File: config.mk
export PLATFORM = sky130hd
export DESIGN_NAME = mem_dump_reader
export DESIGN_NICKNAME = d
export VERILOG_FILES = /design/src/rtl/mem_dump_pkg.sv /design/src/rtl/mem_dump_reader.sv
export SDC_FILE = /design/constraint.sdc
export NUM_CORES = 1
export LEC_CHECK = 0
export CAP_MARGIN = 20
export CORE_ASPECT_RATIO = 1.75
export CORE_MARGIN = 10
export CORE_UTILIZATION = 48
export CTS_CLUSTER_DIAMETER = 60
export DETAILED_ROUTE_END_ITERATION = 8
export HOLD_SLACK_MARGIN = 0.12
export PLACE_DENSITY = 0.77
export RECOVER_POWER = 100
export SLEW_MARGIN = 5
export SYNTH_ARGS = -nofsm -noshare
export SYNTH_HDL_FRONTEND = slang
export SYNTH_SLANG_ARGS = --single-unit
File: constraint.sdc
create_clock -name clk -period 2.15 [get_ports clk]
set_clock_uncertainty 0.1 [all_clocks]
set_input_delay 0.43 -clock clk [delete_from_list [all_inputs] [get_ports clk]]
set_output_delay 0.43 -clock clk [all_outputs]
set_load 0.01 [all_outputs]
File: src/rtl/mem_dump_pkg.sv
// Shared constants for the post-run memory dump reader: FSM encodings and
// default widths.
package mem_dump_pkg;

  localparam int AW_DEF     = 8;
  localparam int DW_DEF     = 16;
  localparam int RD_LAT_MAX = 4;
  localparam int LAT_W      = $clog2(RD_LAT_MAX);

  localparam logic [2:0] S_IDLE      = 3'd0;
  localparam logic [2:0] S_WAIT_HALT = 3'd1;
  localparam logic [2:0] S_ISSUE     = 3'd2;
  localparam logic [2:0] S_WAIT_RD   = 3'd3;
  localparam logic [2:0] S_PRESENT   = 3'd4;
  localparam logic [2:0] S_FINISH    = 3'd5;

endpackage

File: src/rtl/mem_dump_reader.sv
// Sweeps an inclusive address window of unified memory through the testbench
// memory port after the computer halts, streaming {addr, data} words out.
//
// state     | meaning
// IDLE      | waiting for start; window not latched
// WAIT_HALT | window latched, waiting for computer Done
// ISSUE     | mem_addr driven with current address
// WAIT_RD   | counting down read latency, capture at zero
// PRESENT   | word held on dout_* until handshake
// FINISH    | one-cycle dump_done pulse
module mem_dump_reader
  import mem_dump_pkg::*;
#(
  parameter int AW        = AW_DEF,
  parameter int DW        = DW_DEF,
  parameter int RD_LAT    = 1,
  parameter int WAIT_HALT = 1
) (
  input  logic          clk,
  input  logic          Rst,
  input  logic          start,
  input  logic [AW-1:0] start_addr,
  input  logic [AW-1:0] end_addr,
  input  logic          halt_in,
  input  logic [DW-1:0] mem_rdata,
  output logic [AW-1:0] mem_addr,
  output logic          mem_we,
  output logic          mem_sel,
  output logic          dout_valid,
  input  logic          dout_ready,
  output logic [AW-1:0] dout_addr,
  output logic [DW-1:0] dout_data,
  output logic          dout_last,
  output logic          busy,
  output logic          dump_done
);

  logic [2:0]      state_q, state_d;
  logic [AW-1:0]   cur_q, cur_d;
  logic [AW-1:0]   last_q, last_d;
  logic [LAT_W-1:0] lat_q, lat_d;
  logic [AW-1:0]   mem_addr_q;
  logic [AW-1:0]   dout_addr_q;
  logic [DW-1:0]   dout_data_q;
  logic            dout_last_q;
  logic            capture;

  always_comb begin
    state_d = state_q;
    cur_d   = cur_q;
    last_d  = last_q;
    lat_d   = lat_q;
    case (state_q)
      S_IDLE: begin
        if (start) begin
          cur_d   = start_addr;
          last_d  = end_addr;
          state_d = (WAIT_HALT != 0) ? S_WAIT_HALT : S_ISSUE;
        end
      end
      S_WAIT_HALT: begin
        if (halt_in) state_d = S_ISSUE;
      end
      S_ISSUE: begin
        lat_d   = LAT_W'(RD_LAT - 1);
        state_d = S_WAIT_RD;
      end
      S_WAIT_RD: begin
        if (lat_q == '0) state_d = S_PRESENT;
        else             lat_d   = lat_q - 1'b1;
      end
      S_PRESENT: begin
        if (dout_ready) begin
          if (cur_q == last_q) begin
            state_d = S_FINISH;
          end else begin
            cur_d   = cur_q + 1'b1;
            state_d = S_ISSUE;
          end
        end
      end
      S_FINISH: state_d = S_IDLE;
      default:  state_d = S_IDLE;
    endcase
  end

  assign capture = (state_q == S_WAIT_RD) && (lat_q == '0);

  always_ff @(posedge clk or posedge Rst) begin
    if (Rst) begin
      state_q     <= S_IDLE;
      cur_q       <= '0;
      last_q      <= '0;
      lat_q       <= '0;
      mem_addr_q  <= '0;
      dout_addr_q <= '0;
      dout_data_q <= '0;
      dout_last_q <= 1'b0;
    end else begin
      state_q <= state_d;
      cur_q   <= cur_d;
      last_q  <= last_d;
      lat_q   <= lat_d;
      // Address is registered on entry so it is already valid during ISSUE.
      if (state_d == S_ISSUE) mem_addr_q <= cur_d;
      if (capture) begin
        dout_addr_q <= cur_q;
        dout_data_q <= mem_rdata;
        dout_last_q <= (cur_q == last_q);
      end
    end
  end

  assign mem_addr   = mem_addr_q;
  assign mem_we     = 1'b0;
  assign mem_sel    = (state_q == S_ISSUE) || (state_q == S_WAIT_RD) ||
                      (state_q == S_PRESENT);
  assign dout_valid = (state_q == S_PRESENT);
  assign dout_addr  = dout_addr_q;
  assign dout_data  = dout_data_q;
  assign dout_last  = dout_last_q & dout_valid;
  assign busy       = (state_q != S_IDLE);
  assign dump_done  = (state_q == S_FINISH);

endmodule

; Word-level counts from Yosys, hierarchy flattened
; Cells that the tools add are included.
[word_totals]
output_inout_bits = 38
ff_bits = 54
[op_classes]
n_eq_ne = 8
bitwise = 1
muxes = 12
n_reduce_logical = 9
n_addsub = 2
[op_table]
columns = cell, count
row1 = $mux W8, 3
row2 = $pmux W8 S2, 1
row3 = $mux W3, 5
row4 = $pmux W3 S5, 1
row5 = $eq A3 B2 Y1 const B, 3
row6 = $add A8 B1 Y8 const B, 1
row7 = $eq A8 B8 Y1, 1
row8 = $eq A3 B3 Y1 const B, 2
row9 = $pmux W2 S2, 1
row10 = $reduce_and A2 Y1, 2
row11 = $eq A3 B1 Y1 const B, 1
row12 = $logic_not A3 Y1, 1
row13 = $reduce_bool A3 Y1, 1
row14 = $logic_not A2 Y1, 1
row15 = $logic_or A1 B1 Y1, 2
row16 = $mux W2, 1
row17 = $ne A2 B2 Y1 const B, 1
row18 = $reduce_bool A2 Y1, 1
row19 = $sub A2 B1 Y2 const B, 1
row20 = $and A1 B1 Y1, 1
row21 = $logic_and A1 B1 Y1, 1

; Logic depth before layout (Yosys ltp)
[depth]
depth_word = 5
ltp_mapped = 8
mapped_depth_nobuf = 7

; Worst setup path after synthesis
; Ideal clock, no wire load.
[synth_path]
path_kind = flip-flop to flip-flop
start = register cur_q[4]
end = register mem_addr_q[4], in the netlist mem_addr[4]
arrival_time_ns = 1.726
required_time_ns = 1.923
synth_period_minus_slack_ns = 1.953
path_slack_ns = 0.197
stages_incl_launch_ff = 9
setup_ns = 0.127
cell_sequence = dfrtp_1 buf_4 xnor2_2 and4_1 buf_4 a21oi_4 or2_1 buf_6 mux2_1
[synth_via]
elab_chain_len = 5
[synth_lines]
columns = element, line
row1 = from (decl), mem_dump_reader.sv:39  ; logic [AW-1:0] cur_q, cur_d;
row2 = from (signal assigned), mem_dump_reader.sv:101  ; cur_q <= cur_d;
row3 = "parallel branches: the longest is 5 deep, another holds $add A8 B1 Y8", n/a
row4 = to (signal assigned), mem_dump_reader.sv:105  ; if (state_d == S_ISSUE) mem_addr_q <= cur_d;
row5 = to (decl), mem_dump_reader.sv:42  ; logic [AW-1:0] mem_addr_q;
; Several ways; the timed one is not identified.
; A chain may end at the register's enable or synchronous reset.

; Worst setup path in the final report
[layout_path]
start = register cur_q[5]
end = register mem_addr_q[0], in the netlist mem_addr[0]
[layout_rtl]
columns = element, line
row1 = $eq A8 B8 Y1, mem_dump_reader.sv:74  ; if (cur_q == last_q) begin
row2 = $mux W8, mem_dump_reader.sv:74
row3 = $mux W8, mem_dump_reader.sv:73  ; if (dout_ready) begin
row4 = $pmux W8 S2, mem_dump_reader.sv:53  ; case (state_q)
row5 = via cur_d[0], mem_dump_reader.sv:39
; The timed path passes the listed nets, and every way through them passes these cells.

==> flow_results.xml <==
<?xml version="1.0" encoding="UTF-8"?>
<metrics>
  <group name="min_path">
    <metric name="hold_path.class" unit="">reg2reg</metric>
    <metric name="hp-start" unit="">lat_q[0]</metric>
  </group>
  <group name="global_route">
    <metric name="first_pass_grt_wire_length" unit="µm">12280</metric>
    <metric name="number_of_global_route_vias_before_repair" unit="">2369</metric>
    <metric name="grt_use_met3" unit="%">3.238</metric>
    <metric name="groute.layer.met1.usage" unit="%">17.34</metric>
    <metric name="globalRouteOverflowTotal" unit="">0</metric>
    <metric name="grt_antenna_before_repair" unit="">0</metric>
    <metric name="use_met2" unit="%">32.16</metric>
    <metric name="global_route.usage.total" unit="%">16.71</metric>
    <metric name="grt_start_max_net_pins" unit="">55</metric>
    <metric name="top_usage_layer" unit="">met2</metric>
  </group>
  <group name="clock_network">
    <metric name="clockRootBuffer" unit="">sky130_fd_sc_hd__clkbuf_8</metric>
    <metric name="source_to_sink_clock_delay_at_the_later_pin_of_the_worst_skew_pair" unit="ns">0.31</metric>
    <metric name="cts_tree" unit="">built</metric>
    <metric name="clock-sinks" unit="">54</metric>
    <metric name="clockBufferDepth" unit="">2</metric>
    <metric name="cts_htree_levels" unit="">2</metric>
    <metric name="clk_pin_slew_worst_paths" unit="ns">0.11</metric>
    <metric name="numCtsBuffers" unit="">5</metric>
  </group>
  <group name="worst_setup_path">
    <metric name="cp_slowest_cell" unit="">sky130_fd_sc_hd__dfrtp_1</metric>
    <metric name="reg2reg_from" unit="">cur_q[5]</metric>
    <metric name="cp.required" unit="ns">2.25</metric>
    <metric name="cp-end-kind" unit="">flop</metric>
    <metric name="critical_path_type" unit="">reg2reg</metric>
    <metric name="timing.critical_path.fanout_max" unit="">4</metric>
    <metric name="crit_chain" unit="">xnor2_1, and4_1, clkbuf_4, buf_4, a211o_1, o211ai_1, mux2_1</metric>
    <metric name="critPathLaunch" unit="">cur_q[5]</metric>
    <metric name="arrival_time_of_the_worst_setup_path" unit="ns">2.20</metric>
    <metric name="worst_setup_path_start_kind" unit="">flop</metric>
    <metric name="max_incr_delay_on_cp" unit="ns">0.42</metric>
  </group>
  <group name="sta">
    <metric name="layout_min_cycle_time" unit="ns">2.093</metric>
    <metric name="finalCritPeriodShare" unit="%">97.35</metric>
    <metric name="finalHoldViolCount" unit="">0</metric>
    <metric name="grt_setup_unrepaired" unit="">no</metric>
    <metric name="setup_viol" unit="">0</metric>
    <metric name="tightestPinTransition" unit="ns">1.313</metric>
    <metric name="setup_total_negative_slack" unit="ns">0</metric>
    <metric name="finalMaxSlewViolations" unit="">0</metric>
    <metric name="clock.fmax" unit="MHz">477.8</metric>
    <metric name="relSlewSlack" unit="%">12.50</metric>
    <metric name="fin_hold_ws" unit="ns">0.3855</metric>
    <metric name="setup_ws" unit="ns">0.05696</metric>
  </group>
  <group name="floorplan">
    <metric name="num_io_pins" unit="">75</metric>
    <metric name="effective_utilization_at_floorplan" unit="%">48.88</metric>
    <metric name="die_h" unit="µm">119.0</metric>
    <metric name="core_region_area" unit="µm²">5495</metric>
    <metric name="floorplan.die.width" unit="µm">76.55</metric>
    <metric name="core.rowCount" unit="">36</metric>
    <metric name="fp.dieArea" unit="µm²">9107</metric>
  </group>
  <group name="routing">
    <metric name="drtAntennaViolNets" unit="">0</metric>
    <metric name="detail_route.wirelength" unit="µm">7600</metric>
    <metric name="first_iter_violations" unit="">140</metric>
    <metric name="wl_per_cell" unit="µm">17.76</metric>
    <metric name="detail_route.drc_violations" unit="">0</metric>
    <metric name="drt-vias-per-instance" unit="">5.332</metric>
    <metric name="drtPass1Iterations" unit="">4</metric>
    <metric name="routed-via-count" unit="">2282</metric>
  </group>
  <group name="pwr">
    <metric name="post_route_total_power" unit="W">0.005285</metric>
    <metric name="vdd_drop_max" unit="µV">839.2</metric>
    <metric name="cell_internal_power_dissipation" unit="W">0.003217</metric>
    <metric name="comb_power_share" unit="%">54.7</metric>
    <metric name="p_sw_share" unit="%">39.13</metric>
    <metric name="switching_power" unit="W">0.002068</metric>
    <metric name="power-per-cell-area" unit="nW/µm²">1411</metric>
    <metric name="sequentialPowerShare" unit="%">34.2</metric>
    <metric name="power.share.clock" unit="%">11.1</metric>
    <metric name="p_leak" unit="nW">1.649</metric>
  </group>
  <group name="layout">
    <metric name="drive_gt1_share" unit="%">19.60</metric>
    <metric name="layout.nets" unit="">390</metric>
    <metric name="synthToLayoutAreaGrowth" unit="%">39.40</metric>
    <metric name="layoutNonFillerInstCount" unit="">428</metric>
    <metric name="nFillCells" unit="">462</metric>
    <metric name="number_of_antenna_cells_inserted" unit="">0</metric>
    <metric name="area_of_combinational_cells_with_multiple_inputs" unit="µm²">1214</metric>
    <metric name="layout.area.seq" unit="µm²">1353</metric>
  </group>
  <group name="yosys">
    <metric name="share_of_synthesized_area_occupied_by_flip_flops_and_latches" unit="%">50.30</metric>
    <metric name="netlist-cell-type-count" unit="">50</metric>
    <metric name="yosysWarningCount" unit="">0</metric>
    <metric name="synthesized_netlist_cell_count" unit="">257</metric>
    <metric name="syn-cell-area" unit="µm²">2686</metric>
    <metric name="synthesis.nets" unit="">296</metric>
    <metric name="yosys_register_bits" unit="">54</metric>
    <metric name="post_synth.cell_area_avg" unit="µm²">10.45</metric>
  </group>
  <group name="placed_design">
    <metric name="globalplace.congestion" unit="">0.9216</metric>
    <metric name="port_buffers" unit="">73</metric>
    <metric name="post-place-cells" unit="">419</metric>
    <metric name="dpl_worst_slack" unit="ns">-0.07192</metric>
    <metric name="detailedPlacementHpwl" unit="µm">5959</metric>
  </group>
  <group name="run">
    <metric name="max_cap_violations" unit="">0</metric>
  </group>
  <group name="outcome">
    <metric name="status" unit="">completed</metric>
  </group>
</metrics>
cell usage in the layout (no fill, tap or decap), types with 4 or more instances in the layout:
cell                              synthesis  routed
sky130_fd_sc_hd__nand2_1                 53      53
sky130_fd_sc_hd__dfrtp_1                 54      53
sky130_fd_sc_hd__clkdlybuf4s50_1          0      36
sky130_fd_sc_hd__dlygate4sd3_1            0      32
sky130_fd_sc_hd__buf_4                    3      24
sky130_fd_sc_hd__mux2_2                  24      23
sky130_fd_sc_hd__o21ai_0                 11      11
sky130_fd_sc_hd__inv_1                    8       7
sky130_fd_sc_hd__xnor2_1                  7       7
sky130_fd_sc_hd__nor2_1                   6       6
sky130_fd_sc_hd__o211ai_1                 6       6
sky130_fd_sc_hd__nor3_1                   5       5
sky130_fd_sc_hd__a21oi_1                  5       5
sky130_fd_sc_hd__a31oi_1                  5       5
sky130_fd_sc_hd__clkbuf_8                 0       5
sky130_fd_sc_hd__nand3b_1                 4       4
sky130_fd_sc_hd__nand4_1                  4       4
sky130_fd_sc_hd__nand3_1                  4       4
sky130_fd_sc_hd__dlygate4sd2_1            0       4
worst max-delay path: cells and delay by family (launching register included):
family	cells	cell delay, ns
XOR/XNOR	1	0.21
flip-flops	1	0.42
multiplexers	1	0.31
AND/OR/NAND/NOR	1	0.38
AO/OA/AOI/OAI	2	0.26
buffers and inverters	2	0.31
per-layer routing:
layer  part of all wire (%)  vias to the layer above  wire length, µm
li1                       -                     1086                -
met3                    3.7                       12              278
met1                     38                     1126             2869
met5                      0                        -                0
met2                     56                       58             4282
met4                    2.2                        0              170
what timing repair did:
| action | 4_1_cts | 5_1_grt |
|---|---|---|
| endpoints found under the setup margin | 4 | 2 |
| hold buffers | 0 | 0 |
| pin swaps | 0 | 0 |
| gates cloned | 0 | 0 |
| resized for setup | 5 | 3 |
| setup buffers | 0 | 1 |
cell usage after synthesis (all sizes together):
| cell type | count | area [µm²] |
|---|---|---|
| a2111oi | 1 | 8.760 |
| a211o | 1 | 8.760 |
| a211oi | 1 | 7.510 |
| a21o | 1 | 7.510 |
| a21oi | 6 | 41.29 |
| a221o | 1 | 10.01 |
| a2bb2oi | 2 | 17.52 |
| a311oi | 1 | 8.760 |
| a31oi | 5 | 31.28 |
| a41oi | 1 | 8.760 |
| and2 | 3 | 18.77 |
| and3 | 1 | 6.260 |
| and3b | 1 | 8.760 |
| and4 | 2 | 17.52 |
| buf | 10 | 63.81 |
| clkbuf | 7 | 26.28 |
| conb | 1 | 3.750 |
| dfrtp | 54 | 1351 |
| ha | 2 | 25.02 |
| inv | 8 | 30.03 |
| mux2 | 29 | 341.6 |
| nand2 | 53 | 198.9 |
| nand3 | 4 | 20.02 |
| nand3b | 4 | 30.03 |
| nand4 | 4 | 25.02 |
| nand4b | 1 | 8.760 |
| nand4bb | 1 | 11.26 |
| nor2 | 7 | 28.78 |
| nor2b | 2 | 12.51 |
| nor3 | 5 | 25.02 |
| nor4b | 1 | 8.760 |
| nor4bb | 2 | 20.02 |
| o2111ai | 2 | 17.52 |
| o211ai | 6 | 45.04 |
| o21ai | 11 | 55.05 |
| o21bai | 1 | 7.510 |
| o22ai | 2 | 12.51 |
| o311ai | 1 | 8.760 |
| or2 | 3 | 18.77 |
| or3 | 1 | 11.26 |
| xnor2 | 8 | 77.58 |
path summary, 6_finish.rpt:
path | to | slack [ns] | cells past startpoint
hold reg to reg | lat_q[0] | 0.39 | 1
setup reg to reg | mem_addr[0] | 0.06 | 7
hold / removal | lat_q[0] | 0.39 | 1
max in group asynchronous | state_q[1] | 0.31 | 3
setup / recovery | mem_addr[0] | 0.06 | 7
min in group asynchronous | dout_data[0] | 0.76 | 3
power by group through the flow:
stage / logic (W) / clock network, W / registers, W
3_5_place_dp: 0.00305 / 0 / 0.00184
3_3_place_gp: 0.00299 / 0 / 0.00182
4_1_cts: 0.00304 / 0.000600 / 0.00182
5_1_grt: 0.00313 / 0.000649 / 0.00186
2_1_floorplan: 0.00149 / 0 / 0.00193
6_report: 0.00289 / 0.000588 / 0.00181
logic make-up (layout without fill, tap and decap cells):
| family | count (synthesis) | count (layout) | synth area share (%) |
|---|---|---|---|
| fa+ha+maj | 2 | 2 | 0.9314 |
| mux | 29 | 29 | 12.72 |
| simple gates | 95 | 95 | 17.51 |
| other cells | 1 | 1 | 0.1396 |
| compound gates | 43 | 43 | 11.04 |
| flops | 54 | 54 | 50.30 |
| xor+xnor | 8 | 8 | 2.888 |
| buf+inv | 25 | 120 | 4.472 |
flip-flops by register name, indices dropped and copies added, names as in the netlist:
name and flops:
dout_data 16, cur_q 8, dout_addr 8, last_q 8, mem_addr 8, state_q 3
lat_q 2, dout_last_q 1
layout make-up:
| class | instances | share of cell area [%] |
|---|---|---|
| Clock buffer | 5 | 1.838 |
| Tap cell | 76 | 2.539 |
| Sequential cell | 54 | 36.12 |
| Timing Repair Buffer | 104 | 25.59 |
| Clock inverter | 3 | 0.7016 |
| Multi-Input combinational cell | 178 | 32.41 |
| Inverter | 8 | 0.8019 |
per-stage QoR:
| stage | cell area (µm²) | utilization [%] |
|---|---|---|
| 6_report | 3745 | 68.15 |
| 5_1_grt | 3745 | 68.15 |
| 4_1_cts | 3764 | 68.49 |
| 3_5_place_dp | 3672 | 66.83 |
| 3_3_place_gp | 3672 | 66.83 |
| 2_1_floorplan | 2686 | - |
(Power assumes the default switching activity.)
